==> config.mk <==
export PLATFORM = sky130hd
export DESIGN_NAME = program_loader_flat
export DESIGN_NICKNAME = d
export VERILOG_FILES = /design/src/rtl/program_loader_pkg.sv /design/src/rtl/program_loader_if.sv /design/src/rtl/program_loader_packer.sv /design/src/rtl/program_loader.sv /design/src/flat_wrapper.sv
export SDC_FILE = /design/constraint.sdc
export NUM_CORES = 1
export LEC_CHECK = 0
export ABC_CLOCK_PERIOD_IN_PS = 2090
export CAP_MARGIN = 30
export CORE_ASPECT_RATIO = 1.5
export CORE_MARGIN = 10
export CORE_UTILIZATION = 52
export CTS_CLUSTER_DIAMETER = 60
export CTS_CLUSTER_SIZE = 30
export DETAILED_ROUTE_END_ITERATION = 16
export PLACE_DENSITY = 0.78
export SETUP_SLACK_MARGIN = 0.4
export SKIP_CTS_REPAIR_TIMING = 1
export SLEW_MARGIN = 40
export SYNTH_ARGS = -nofsm -noshare
export SYNTH_HDL_FRONTEND = slang
export SYNTH_SLANG_ARGS = --single-unit
==> constraint.sdc <==
create_clock -name clk -period 2.09 [get_ports clk]
set_input_delay 0.209 -clock clk [delete_from_list [all_inputs] [get_ports clk]]
set_output_delay 0.209 -clock clk [all_outputs]
set_load 0.01 [all_outputs]
==> src/rtl/program_loader_pkg.sv <==
// Shared types and constants for the boot-time program loader.
// Imported by the loader top and its byte packer.
package loader_pkg;

    typedef enum logic [2:0] {
        S_LEN_HI,
        S_LEN_LO,
        S_DATA,
        S_CSUM,
        S_RUN,
        S_ERR
    } loader_state_t;

    localparam int HDR_BYTES  = 2;
    localparam int WORD_BYTES = 4;

    // Stream is accepted in every non-terminal state.
    function automatic logic state_accepts(loader_state_t s);
        return (s == S_LEN_HI) || (s == S_LEN_LO) ||
               (s == S_DATA)   || (s == S_CSUM);
    endfunction

endpackage

==> src/rtl/program_loader_if.sv <==
// Byte-stream valid/ready handshake feeding the program loader.
// master = byte source, slave = loader.
interface program_loader_if;

    logic       in_valid;
    logic [7:0] in_byte;
    logic       in_ready;

    modport master (
        output in_valid,
        output in_byte,
        input  in_ready
    );

    modport slave (
        input  in_valid,
        input  in_byte,
        output in_ready
    );

endinterface

==> src/rtl/program_loader_packer.sv <==
// Big-endian byte-to-word packer: MSB-first shift, 2-bit lane.
// word_done pulses combinationally on the 4th byte of each word.
module byte_packer (
    input  logic        clk,
    input  logic        rst,
    input  logic        clr,
    input  logic        byte_valid,
    input  logic [7:0]  byte_in,
    output logic        word_done,
    output logic [31:0] word
);

    logic [23:0] shreg;
    logic [1:0]  lane;

    assign word_done = byte_valid && (lane == 2'd3);
    assign word      = {shreg, byte_in};

    // Shift accepted bytes in; lane wraps 3 -> 0 after a word.
    always_ff @(posedge clk) begin
        if (rst || clr) begin
            shreg <= 24'd0;
            lane  <= 2'd0;
        end else if (byte_valid) begin
            shreg <= {shreg[15:0], byte_in};
            lane  <= lane + 2'd1;
        end
    end

endmodule

==> src/rtl/program_loader.sv <==
// Boot loader: parses length header, writes packed words to imem,
// verifies XOR checksum, then releases the core or flags an error.
import loader_pkg::*;

module program_loader #(
    parameter int          DEPTH_LOG2 = 4,
    parameter logic [31:0] BASE_ADDR  = 32'd0
) (
    input  logic                  clk,
    input  logic                  rst,
    program_loader_if.slave       in_if,
    output logic                  imem_we,
    output logic [31:0]           imem_addr,
    output logic [31:0]           imem_wdata,
    output logic [DEPTH_LOG2:0]   words_loaded,
    output logic                  cpu_run,
    output logic                  err
);

    localparam logic [16:0] MAX_WORDS = 17'(1) << DEPTH_LOG2;

    loader_state_t state;
    logic [7:0]    len_hi;
    logic [15:0]   len_q;
    logic [7:0]    xor_q;

    logic          fire;
    logic [15:0]   n_rx;
    logic [16:0]   idx_ext;
    logic          pk_valid;
    logic          pk_clr;
    logic          pk_done;
    logic [31:0]   pk_word;

    assign in_if.in_ready = state_accepts(state);
    assign fire     = in_if.in_valid && in_if.in_ready;
    assign n_rx     = {len_hi, in_if.in_byte};
    assign idx_ext  = 17'(words_loaded);
    assign pk_valid = fire && (state == S_DATA);
    assign pk_clr   = fire && (state == S_LEN_LO);

    byte_packer u_packer (
        .clk        (clk),
        .rst        (rst),
        .clr        (pk_clr),
        .byte_valid (pk_valid),
        .byte_in    (in_if.in_byte),
        .word_done  (pk_done),
        .word       (pk_word)
    );

    // Load FSM with counters, checksum and registered write port.
    always_ff @(posedge clk) begin
        if (rst) begin
            state        <= S_LEN_HI;
            len_hi       <= 8'd0;
            len_q        <= 16'd0;
            xor_q        <= 8'd0;
            imem_we      <= 1'b0;
            imem_addr    <= BASE_ADDR;
            imem_wdata   <= 32'd0;
            words_loaded <= '0;
            cpu_run      <= 1'b0;
            err          <= 1'b0;
        end else begin
            imem_we <= 1'b0;
            unique case (state)
                S_LEN_HI: begin
                    if (fire) begin
                        len_hi <= in_if.in_byte;
                        state  <= S_LEN_LO;
                    end
                end
                S_LEN_LO: begin
                    if (fire) begin
                        len_q <= n_rx;
                        if (n_rx == 16'd0) begin
                            state <= S_CSUM;
                        end else if ({1'b0, n_rx} > MAX_WORDS) begin
                            state <= S_ERR;
                            err   <= 1'b1;
                        end else begin
                            state <= S_DATA;
                        end
                    end
                end
                S_DATA: begin
                    if (fire) begin
                        xor_q <= xor_q ^ in_if.in_byte;
                        if (pk_done) begin
                            imem_we    <= 1'b1;
                            imem_wdata <= pk_word;
                            imem_addr  <= BASE_ADDR +
                                32'(idx_ext) * 32'(WORD_BYTES);
                            if ({1'b0, len_q} > idx_ext)
                                words_loaded <= words_loaded + 1'b1;
                            if (idx_ext + 17'd1 >= {1'b0, len_q})
                                state <= S_CSUM;
                        end
                    end
                end
                S_CSUM: begin
                    if (fire) begin
                        if (in_if.in_byte == xor_q) begin
                            state   <= S_RUN;
                            cpu_run <= 1'b1;
                        end else begin
                            state <= S_ERR;
                            err   <= 1'b1;
                        end
                    end
                end
                S_RUN, S_ERR: begin
                    state <= state;
                end
                default: begin
                    state <= S_ERR;
                    err   <= 1'b1;
                end
            endcase
        end
    end

endmodule

==> src/flat_wrapper.sv <==
// flat-port wrapper written by rule: the top's interface ports become plain ports
module program_loader_flat 
#(
    parameter int          DEPTH_LOG2 = 4,
    parameter logic [31:0] BASE_ADDR  = 32'd0
)
  (clk, rst, imem_we, imem_addr, imem_wdata, words_loaded, cpu_run, err, in_if_in_valid, in_if_in_byte, in_if_in_ready);
  program_loader_if in_if_i ();
  input  logic clk;
  input  logic rst;
  output logic imem_we;
  output logic [31:0] imem_addr;
  output logic [31:0] imem_wdata;
  output logic [DEPTH_LOG2:0] words_loaded;
  output logic cpu_run;
  output logic err;
  input wire logic [$bits(in_if_i.in_valid)-1:0] in_if_in_valid;
  input wire logic [$bits(in_if_i.in_byte)-1:0] in_if_in_byte;
  output wire logic [$bits(in_if_i.in_ready)-1:0] in_if_in_ready;
  assign in_if_i.in_valid = in_if_in_valid;
  assign in_if_i.in_byte = in_if_in_byte;
  assign in_if_in_ready = in_if_i.in_ready;
  program_loader #(.DEPTH_LOG2(DEPTH_LOG2), .BASE_ADDR(BASE_ADDR)) u_core (.clk(clk), .rst(rst), .in_if(in_if_i), .imem_we(imem_we), .imem_addr(imem_addr), .imem_wdata(imem_wdata), .words_loaded(words_loaded), .cpu_run(cpu_run), .err(err));
endmodule
==> results of run 1 <==
==> layer usage <==
| metal | routed length (um) | GRT usage [%] | vias up |
|---|---|---|---|
| li1 | - | - | 1906 |
| met1 | 4270 | 18.0 | 1821 |
| met2 | 5940 | 30.0 | 88 |
| met3 | 645 | 4.41 | 19 |
| met4 | 256 | 7.32 | 0 |
| met5 | 0 | 0 | - |
==> synth_stat cells (3+ instances only) <==
| library cell | instances | area (um2) |
|---|---|---|
| clkbuf_1 | 17 | 63.8 |
| dfxtp_1 | 106 | 2120 |
| buf_4 | 28 | 210 |
| xor2_1 | 9 | 78.8 |
| a21oi_1 | 96 | 480 |
| ha_1 | 13 | 163 |
| nand2_1 | 179 | 672 |
| xnor2_1 | 11 | 96.3 |
| or4_1 | 4 | 30.0 |
| mux2_1 | 4 | 45.0 |
| nor2_1 | 24 | 90.1 |
| nand3_1 | 7 | 35.0 |
| a31oi_1 | 3 | 18.8 |
| nand2b_1 | 5 | 31.3 |
| and2_1 | 3 | 18.8 |
| buf_2 | 11 | 55.1 |
| inv_1 | 12 | 45.0 |
==> critical path: cells and delay by family, from the launching register on <==
kind | cells | cell delay, ps
compound gates | 4 | 740
flops | 1 | 400
buf+inv | 1 | 60
fa+ha+maj | 1 | 260
mux | 1 | 320
==> worst min-delay path by stage <==
stage                         startpoint                      to  slack (ps)
global route            in_if_in_byte[5]    u_core.imem_wdata[5]         270
finish                  in_if_in_byte[5]        u_core.len_hi[5]         250
global placement        u_core.len_q[12]        u_core.len_q[12]         440
detailed placement  u_core.imem_wdata[0]    u_core.imem_wdata[0]         450
floorplan               in_if_in_byte[0]         u_core.len_q[0]         340
CTS                                  rst  u_core.words_loaded[3]         270
==> area by class of cell <==
| type | instances | area [um2] |
|---|---|---|
| fillers | 702 | 2720 |
| clock inverters | 6 | 57.6 |
| clock buffers | 10 | 229 |
| repair buffers | 84 | 822 |
| inverters | 12 | 50.0 |
| multi-input cells | 411 | 2250 |
| flip-flops and latches | 106 | 2150 |
| well taps | 107 | 134 |
==> power by group <==
group / total (mW) / internal (mW) / switching, mW
sequential: 2.06 / 2.04 / 0.0244
combinational: 0.307 / 0.126 / 0.182
clock: 1.64 / 0.919 / 0.719
==> through the flow <==
stage	area (um2)	setup TNS, ps	worst slack (ps)
after global routing	5690	0	141
final	5690	0	188
after CTS	5530	0	167
after global placement	5240	-28.8	-15.2
after floorplan	4700	0	374
after detailed placement	5240	-174	-68.4
==> flip-flops by register name, indices dropped and copies added, names as in the netlist <==
signal and count:
u_core.imem_wdata 32, u_core.u_packer.shreg 24, u_core.len_q 16, u_core.len_hi 8, u_core.xor_q 8, u_core.imem_addr 5
u_core.words_loaded 5, u_core.state 3, u_core.u_packer.lane 2, u_core.cpu_run 1, u_core.err 1, u_core.imem_we 1
==> cell families after synthesis <==
logic type | Yosys count
AOI/OAI and AO/OA | 110
buffers and inverters | 73
and+or+nand+nor | 236
adders and majority gates | 13
xor gates and xnor gates | 20
DFF | 106
muxes | 5
other | 1
==> results.cfg, run 1 <==
[grt]
grt_max_degree = 56
grtUsageTotal_pct = 16.9
grt_pass1_vias = 3681
antenna_found_initial = 0
grt_pass1_wl_um = 17500
grt_overflow_total = 0

[sta]
finalCritPeriodShare_pct = 91.0
rsz0062_at_grt = yes
timing.fmax_ghz = 0.526
period_minus_slack_ps = 1900
setup_viol = 0
holdWs_ps = 254
final_hold_viol_count = 0
final-max-slew-violation-count = 0
skew_ps = 6.20

[routing]
drt-initial-drc-count = 279
antenna_left = 0
wl_um = 11100
drc_errors = 0
vias_per_cell = 5.21
dr_total_vias = 3834
wire_per_inst_um = 15.1
firstDrtPassIters = 4

[placed_design]
port_buffers = 56
dp.cells = 716
hpwl_um = 7890
gp_congestion = 0.869

[setup_path]
cp_slowest_cell = dfxtp_4
cp.required_ps = 2320
max_stage_delay_ps = 400
r2r_end = u_core.words_loaded[4]
worstRegToRegCells = 7
crit_fanout = 7
regToRegSetupSlack_ps = 190
crit_path_cell_trace = inv_4 > ha_4 > o21ai_0 > a21oi_1 > o31ai_4 > a211oi_2 > mux2_4
r2r_start = u_core.words_loaded[2]
criticalPathCategory = reg -> reg
cp.arrival_ps = 2130
cp-end-kind = flip-flop
critPathLaunch = u_core.words_loaded[2]
start_kind = flip-flop
worstSetupEndpoint = u_core.words_loaded[4]

[die]
coreArea_um2 = 8410
rows = 41
die_w_um = 96.0
fp.dieH_um = 134
start_util_pct = 53.6
ioPinCount = 84
dieArea_um2 = 12900

[synthesis]
synth_edf_count = 0
synthSimpleGateAreaFrac_pct = 21.8
ys_types = 42
synthCells = 564
synthFlopType = dfxtp_1
avgSynthCellArea_um2 = 7.99
synth_compound_area_share_pct = 13.0
synth_xor_xnor_area_share_pct = 3.89
synth_seq_cells = 106
synth_adder_area_share_pct = 3.61
synth_area_um2 = 4510
synth_mux_area_share_pct = 1.22
seq_area_frac_synth_pct = 47.1
async_flop_share_pct = 0
synth_top_family_by_area = simple AND/OR/NAND/NOR gates
yosys_warnings = 0

[pwr]
p_per_area_nw_per_um2 = 704
leakagePower_nw = 2.04
ir_drop_mv = 0.517
power_mw = 4.01

[finish]
final_common_cell = nand2_1
most-common-layout-cells = nand2_1 (179), dfxtp_1 (94), a21oi_1 (93)
drive_gt1_share_pct = 13.4
num_antenna_cells = 0
final_core_util_pct = 67.7
area_delta_synth_final_pct = 26.3
final_nets = 648
final_cells = 736

[clocking]
cts_buffers = 9
cts_tree = yes
path_clk_slew_ps = 70
h-tree-depth = 3
cts.sinks = 106
cts_max_path_buffers = 2
cts-root-buf = clkbuf_16
worstSkewPairLatency_ps = 340

[hold_path]
hold_path_class = in -> reg
hold_path_depth = 3

[job]
maxCapViolations = 0

[status]
outcome = completed
Power figures use the tool's default switching activity.
==> run 2, diff against run 1 <==
--- a/config.mk
+++ b/config.mk
@@ -15,7 +15,6 @@
 export DETAILED_ROUTE_END_ITERATION = 16
 export PLACE_DENSITY = 0.78
 export SETUP_SLACK_MARGIN = 0.4
-export SKIP_CTS_REPAIR_TIMING = 1
 export SLEW_MARGIN = 40
 export SYNTH_ARGS = -nofsm -noshare
 export SYNTH_HDL_FRONTEND = slang
==> results.cfg, run 2 (synthesis gave the netlist of run 1 again) <==
[setup_path]
cp-end-kind = flip-flop
criticalPathCategory = reg -> reg
crit_fanout = 4
cp.required_ps = 2320
cp.arrival_ps = 2100
start_kind = flip-flop

[grt]
grt_pass1_vias = 3733
grtUsageTotal_pct = 17.4
grt_max_degree = 56
antenna_found_initial = 0
grt_pass1_wl_um = 18000
grt_overflow_total = 0

[pwr]
p_per_area_nw_per_um2 = 697
power_mw = 4.01
leakagePower_nw = 2.06
p_int_mw = 3.09
clockPowerShare_pct = 40.7
ir_drop_mv = 0.516
netSwitchingPower_uw = 923
seqPwrFrac_pct = 51.4
swShare_pct = 23.0
comb_power_share_pct = 7.9

[routing]
wl_um = 11400
antenna_left = 0
wire_per_inst_um = 15.3
firstDrtPassIters = 5
vias_per_cell = 5.28
dr_total_vias = 3928
drc_errors = 0
drt-initial-drc-count = 283

[sta]
holdWs_ps = 255
max_slew.worst_pin.slew_ps = 490
setup_viol = 0
final-max-slew-violation-count = 0
final_hold_viol_count = 0
skew_ps = 5.38
period_minus_slack_ps = 1870
rsz0062_at_grt = yes
tns_ps = 0
timing.fmax_ghz = 0.534
finalCritPeriodShare_pct = 89.5
max_slew_margin_pct = 67.1

[clocking]
worstSkewPairLatency_ps = 350
cts.sinks = 106
cts_max_path_buffers = 2
cts_tree = yes
h-tree-depth = 3
path_clk_slew_ps = 60
cts-root-buf = clkbuf_16
cts_buffers = 9

[finish]
most-common-layout-cells = nand2_1 (178), a21oi_1 (94), dfxtp_1 (94)
final_core_util_pct = 68.4
num_antenna_cells = 0
multi_input_area_um2 = 2260
fill_cells = 679
design_area_um2 = 5750
regMostFlops = u_core.imem_wdata
final_common_cell = nand2_1
largest_reg_flops = 32
reg_top3 = u_core.imem_wdata x32, u_core.u_packer.shreg x24, u_core.len_q x16
regArea_um2 = 2150
area_delta_synth_final_pct = 27.7
final_nets = 656
drive_gt1_share_pct = 14.6

[die]
start_util_pct = 53.6
fp.dieH_um = 134
dieArea_um2 = 12900
die_w_um = 96.0
rows = 41
coreArea_um2 = 8410
ioPinCount = 84

[placed_design]
port_buffers = 56
gp_congestion = 0.869
dpl-instance-area_um2 = 5240
hpwl_um = 7890

[status]
outcome = completed

[hold_path]
hold_path_class = in -> reg

[job]
maxCapViolations = 0
==> run 2: layout make-up <==
| cell class | instances | share of cell area (%) |
|---|---|---|
| Multi-Input combinational cell | 411 | 39.3 |
| Sequential cell | 106 | 37.4 |
| Timing Repair Buffer | 92 | 15.2 |
| Clock buffer | 10 | 3.98 |
| Tap cell | 107 | 2.33 |
| Clock inverter | 6 | 1.00 |
| Inverter | 12 | 0.870 |
==> run 2: final timing paths <==
kind                                from                     end  slack [ps]  cells past startpoint
setup / recovery  u_core.words_loaded[3]  u_core.words_loaded[3]         220                      7
hold / removal          in_if_in_byte[5]        u_core.len_hi[5]         250                      3
setup reg to reg  u_core.words_loaded[3]  u_core.words_loaded[3]         220                      7
hold reg to reg    u_core.imem_wdata[10]   u_core.imem_wdata[10]         450                      2
==> run 2: critical path, cell delays in order, from the launching register on <==
cell      delay [ps]
dfxtp_4          370
inv_4             50
ha_4             260
o21ai_0           90
a21oi_1          240
o31ai_4          120
a211oi_2         270
mux2_1           350
==> run 2: repair_timing <==
item                       4_1_cts  5_1_grt
setup endpoints to repair       50      100
resized for setup               12       26
setup buffers                    7        5
pin swaps                       11       11
hold buffers                     0        0
==> run 2: power groups by stage <==
| stage | clock network [mW] | registers [mW] | logic [mW] |
|---|---|---|---|
| 3_5_place_dp | 0 | 2.11 | 0.274 |
| 6_report | 1.63 | 2.06 | 0.316 |
| 4_1_cts | 1.66 | 2.06 | 0.285 |
| 2_1_floorplan | 0 | 2.10 | 0.217 |
| 3_3_place_gp | 0 | 2.10 | 0.269 |
| 5_1_grt | 1.74 | 2.06 | 0.346 |
==> run 2: stage by stage <==
stage	setup slack [ps]	std cells
global route	173	744
CTS	248	739
detailed placement	-68.4	716
finish	219	744
global placement	-15.2	716
floorplan	374	590
==> run 2: layer usage <==
layer  global-route usage [%]  wire, um  vias up
li1                         -         -     1923
met1                     18.6      4290     1857
met2                     31.5      6170      128
met3                     4.13       702       20
met4                     6.00       213        0
met5                        0         0        -
==> run 3, diff against run 2 <==
--- a/config.mk
+++ b/config.mk
@@ -6,9 +6,9 @@
 export NUM_CORES = 1
 export LEC_CHECK = 0
 export ABC_CLOCK_PERIOD_IN_PS = 2090
-export CAP_MARGIN = 30
+export CAP_MARGIN = 40
 export CORE_ASPECT_RATIO = 1.5
-export CORE_MARGIN = 10
+export CORE_MARGIN = 3
 export CORE_UTILIZATION = 52
 export CTS_CLUSTER_DIAMETER = 60
 export CTS_CLUSTER_SIZE = 30
==> results.cfg, run 3 (synthesis gave the netlist of run 1 again) <==
[status]
outcome = completed

[routing]
drt-initial-drc-count = 236
antenna_left = 0
wl_um = 10800
drc_errors = 0
firstDrtPassIters = 7
wire_per_inst_um = 14.4
vias_per_cell = 5.25
dr_total_vias = 3914

[clocking]
path_clk_slew_ps = 70
cts_tree = yes
worstSkewPairLatency_ps = 340
hold_buffers = 0
cts-root-buf = clkbuf_16
cts_buffers = 9
cts.sinks = 106
h-tree-depth = 3
cts_max_path_buffers = 2

[die]
ioPinCount = 84
coreArea_um2 = 8410
dieArea_um2 = 9840
fp.dieH_um = 120
die_w_um = 82.0
start_util_pct = 53.6
rows = 41

[setup_path]
crit_path_cell_trace = or4_4 > nor3_4 > and3_4 > a21oi_1 > mux2_1
worst-path-buf-inv = 0
cp_slowest_cell = or4_4
cp.arrival_ps = 2060
regToRegSetupSlack_ps = 260
crit_fanout = 4
cp-end-kind = flip-flop
crit_family = simple AND/OR/NAND/NOR gates
worstRegToRegCells = 5
criticalPathCategory = reg -> reg
max_stage_delay_ps = 530
start_kind = flip-flop
cp.required_ps = 2320
cp_num_cells = 5

[sta]
rsz0062_at_grt = yes
timing.fmax_ghz = 0.545
holdWs_ps = 285
period_minus_slack_ps = 1830
max_slew.worst_pin.slew_ps = 598
final-max-slew-violation-count = 0
tns_ps = 0
fin_ws_ps = 255
max_slew_margin_pct = 60.1
setup_viol = 0
skew_ps = 6.17
final_hold_viol_count = 0
finalCritPeriodShare_pct = 87.8

[pwr]
p_per_area_nw_per_um2 = 716
ir_drop_mv = 0.808
leakagePower_nw = 2.09
power_mw = 4.13

[finish]
area_delta_synth_final_pct = 28.0
reg_top3 = u_core.imem_wdata x32, u_core.u_packer.shreg x24, u_core.len_q x16
regMostFlops = u_core.imem_wdata
largest_reg_flops = 32
drive_gt1_share_pct = 14.9
final_common_cell = nand2_1
num_antenna_cells = 0
final_nets = 657
most-common-layout-cells = nand2_1 (178), a21oi_1 (93), dfxtp_1 (92)

[grt]
grt_pass1_vias = 3728
grt_overflow_total = 0
grt_max_degree = 39
grtUsageTotal_pct = 22.7
antenna_found_initial = 0
grt_pass1_wl_um = 17400

[placed_design]
hpwl_um = 7470
gp_congestion = 0.901
post-place-ws_ps = -38.0
port_buffers = 56

[job]
maxCapViolations = 0

[hold_path]
hold_path_depth = 4
hold_path_class = in -> reg
## run 3: cell types whose count changed in the layout (fill, tap and decap cells not counted), sizes merged
cell          delta
bufinv           +1
dlygate4sd2      -1
clkinvlp         -2
clkinv           +1
dlymetal6s2s     +1
buf              +1
## run 3: layout make-up
class | count | area [um2]
clock buffers | 10 | 229
fillers | 672 | 2640
inverters | 12 | 50.0
well taps | 107 | 134
clock inverters | 6 | 81.3
repair buffers | 93 | 891
multi-input cells | 411 | 2230
flip-flops and latches | 106 | 2150
## run 3: layer usage
layer  GRT usage (%)  share of wire, %  up-vias
met3            4.35               3.9       17
met1            26.4                39     1848
met2            39.8                55      121
met5               0                 0        -
li1                -                 -     1928
met4            8.94               2.1        0
## run 3: repair_timing
action / CTS / global route
gates cloned: 0 / 0
buffers inserted: 5 / 9
pin swaps: 9 / 9
setup endpoints to repair: 19 / 22
gates resized for setup: 12 / 27
## run 3: per-stage QoR
step	utilization (%)	std cells	area, um2
finish	68.6	745	5770
global route	68.6	745	5770
CTS	66.6	736	5610
detailed placement	62.2	715	5230
global placement	62.2	715	5230
floorplan	-	590	4700
## run 3: power by group
| part | total [mW] | leakage, nW | switching, mW | internal [mW] |
|---|---|---|---|---|
| logic | 0.310 | 1.07 | 0.182 | 0.129 |
| clock network | 1.76 | 0.152 | 0.714 | 1.04 |
| registers | 2.06 | 0.864 | 0.0270 | 2.04 |
| total | 4.13 | 2.09 | 0.923 | 3.21 |
## run 3: final timing paths
| path | from | endpoint |
|---|---|---|
| worst min-delay path | in_if_in_byte[1] | u_core.len_hi[1] |
| worst max-delay path | u_core.len_q[12] | u_core.words_loaded[2] |
| worst min register to register | u_core.len_q[12] | u_core.len_q[12] |
| worst max register to register | u_core.len_q[12] | u_core.words_loaded[2] |
## run 3: worst reg2reg max path, stage by stage, from the launching register on
cell	delay [ps]
dfxtp_2	320
or4_4	530
nor3_4	190
and3_4	270
a21oi_1	80
mux2_1	330
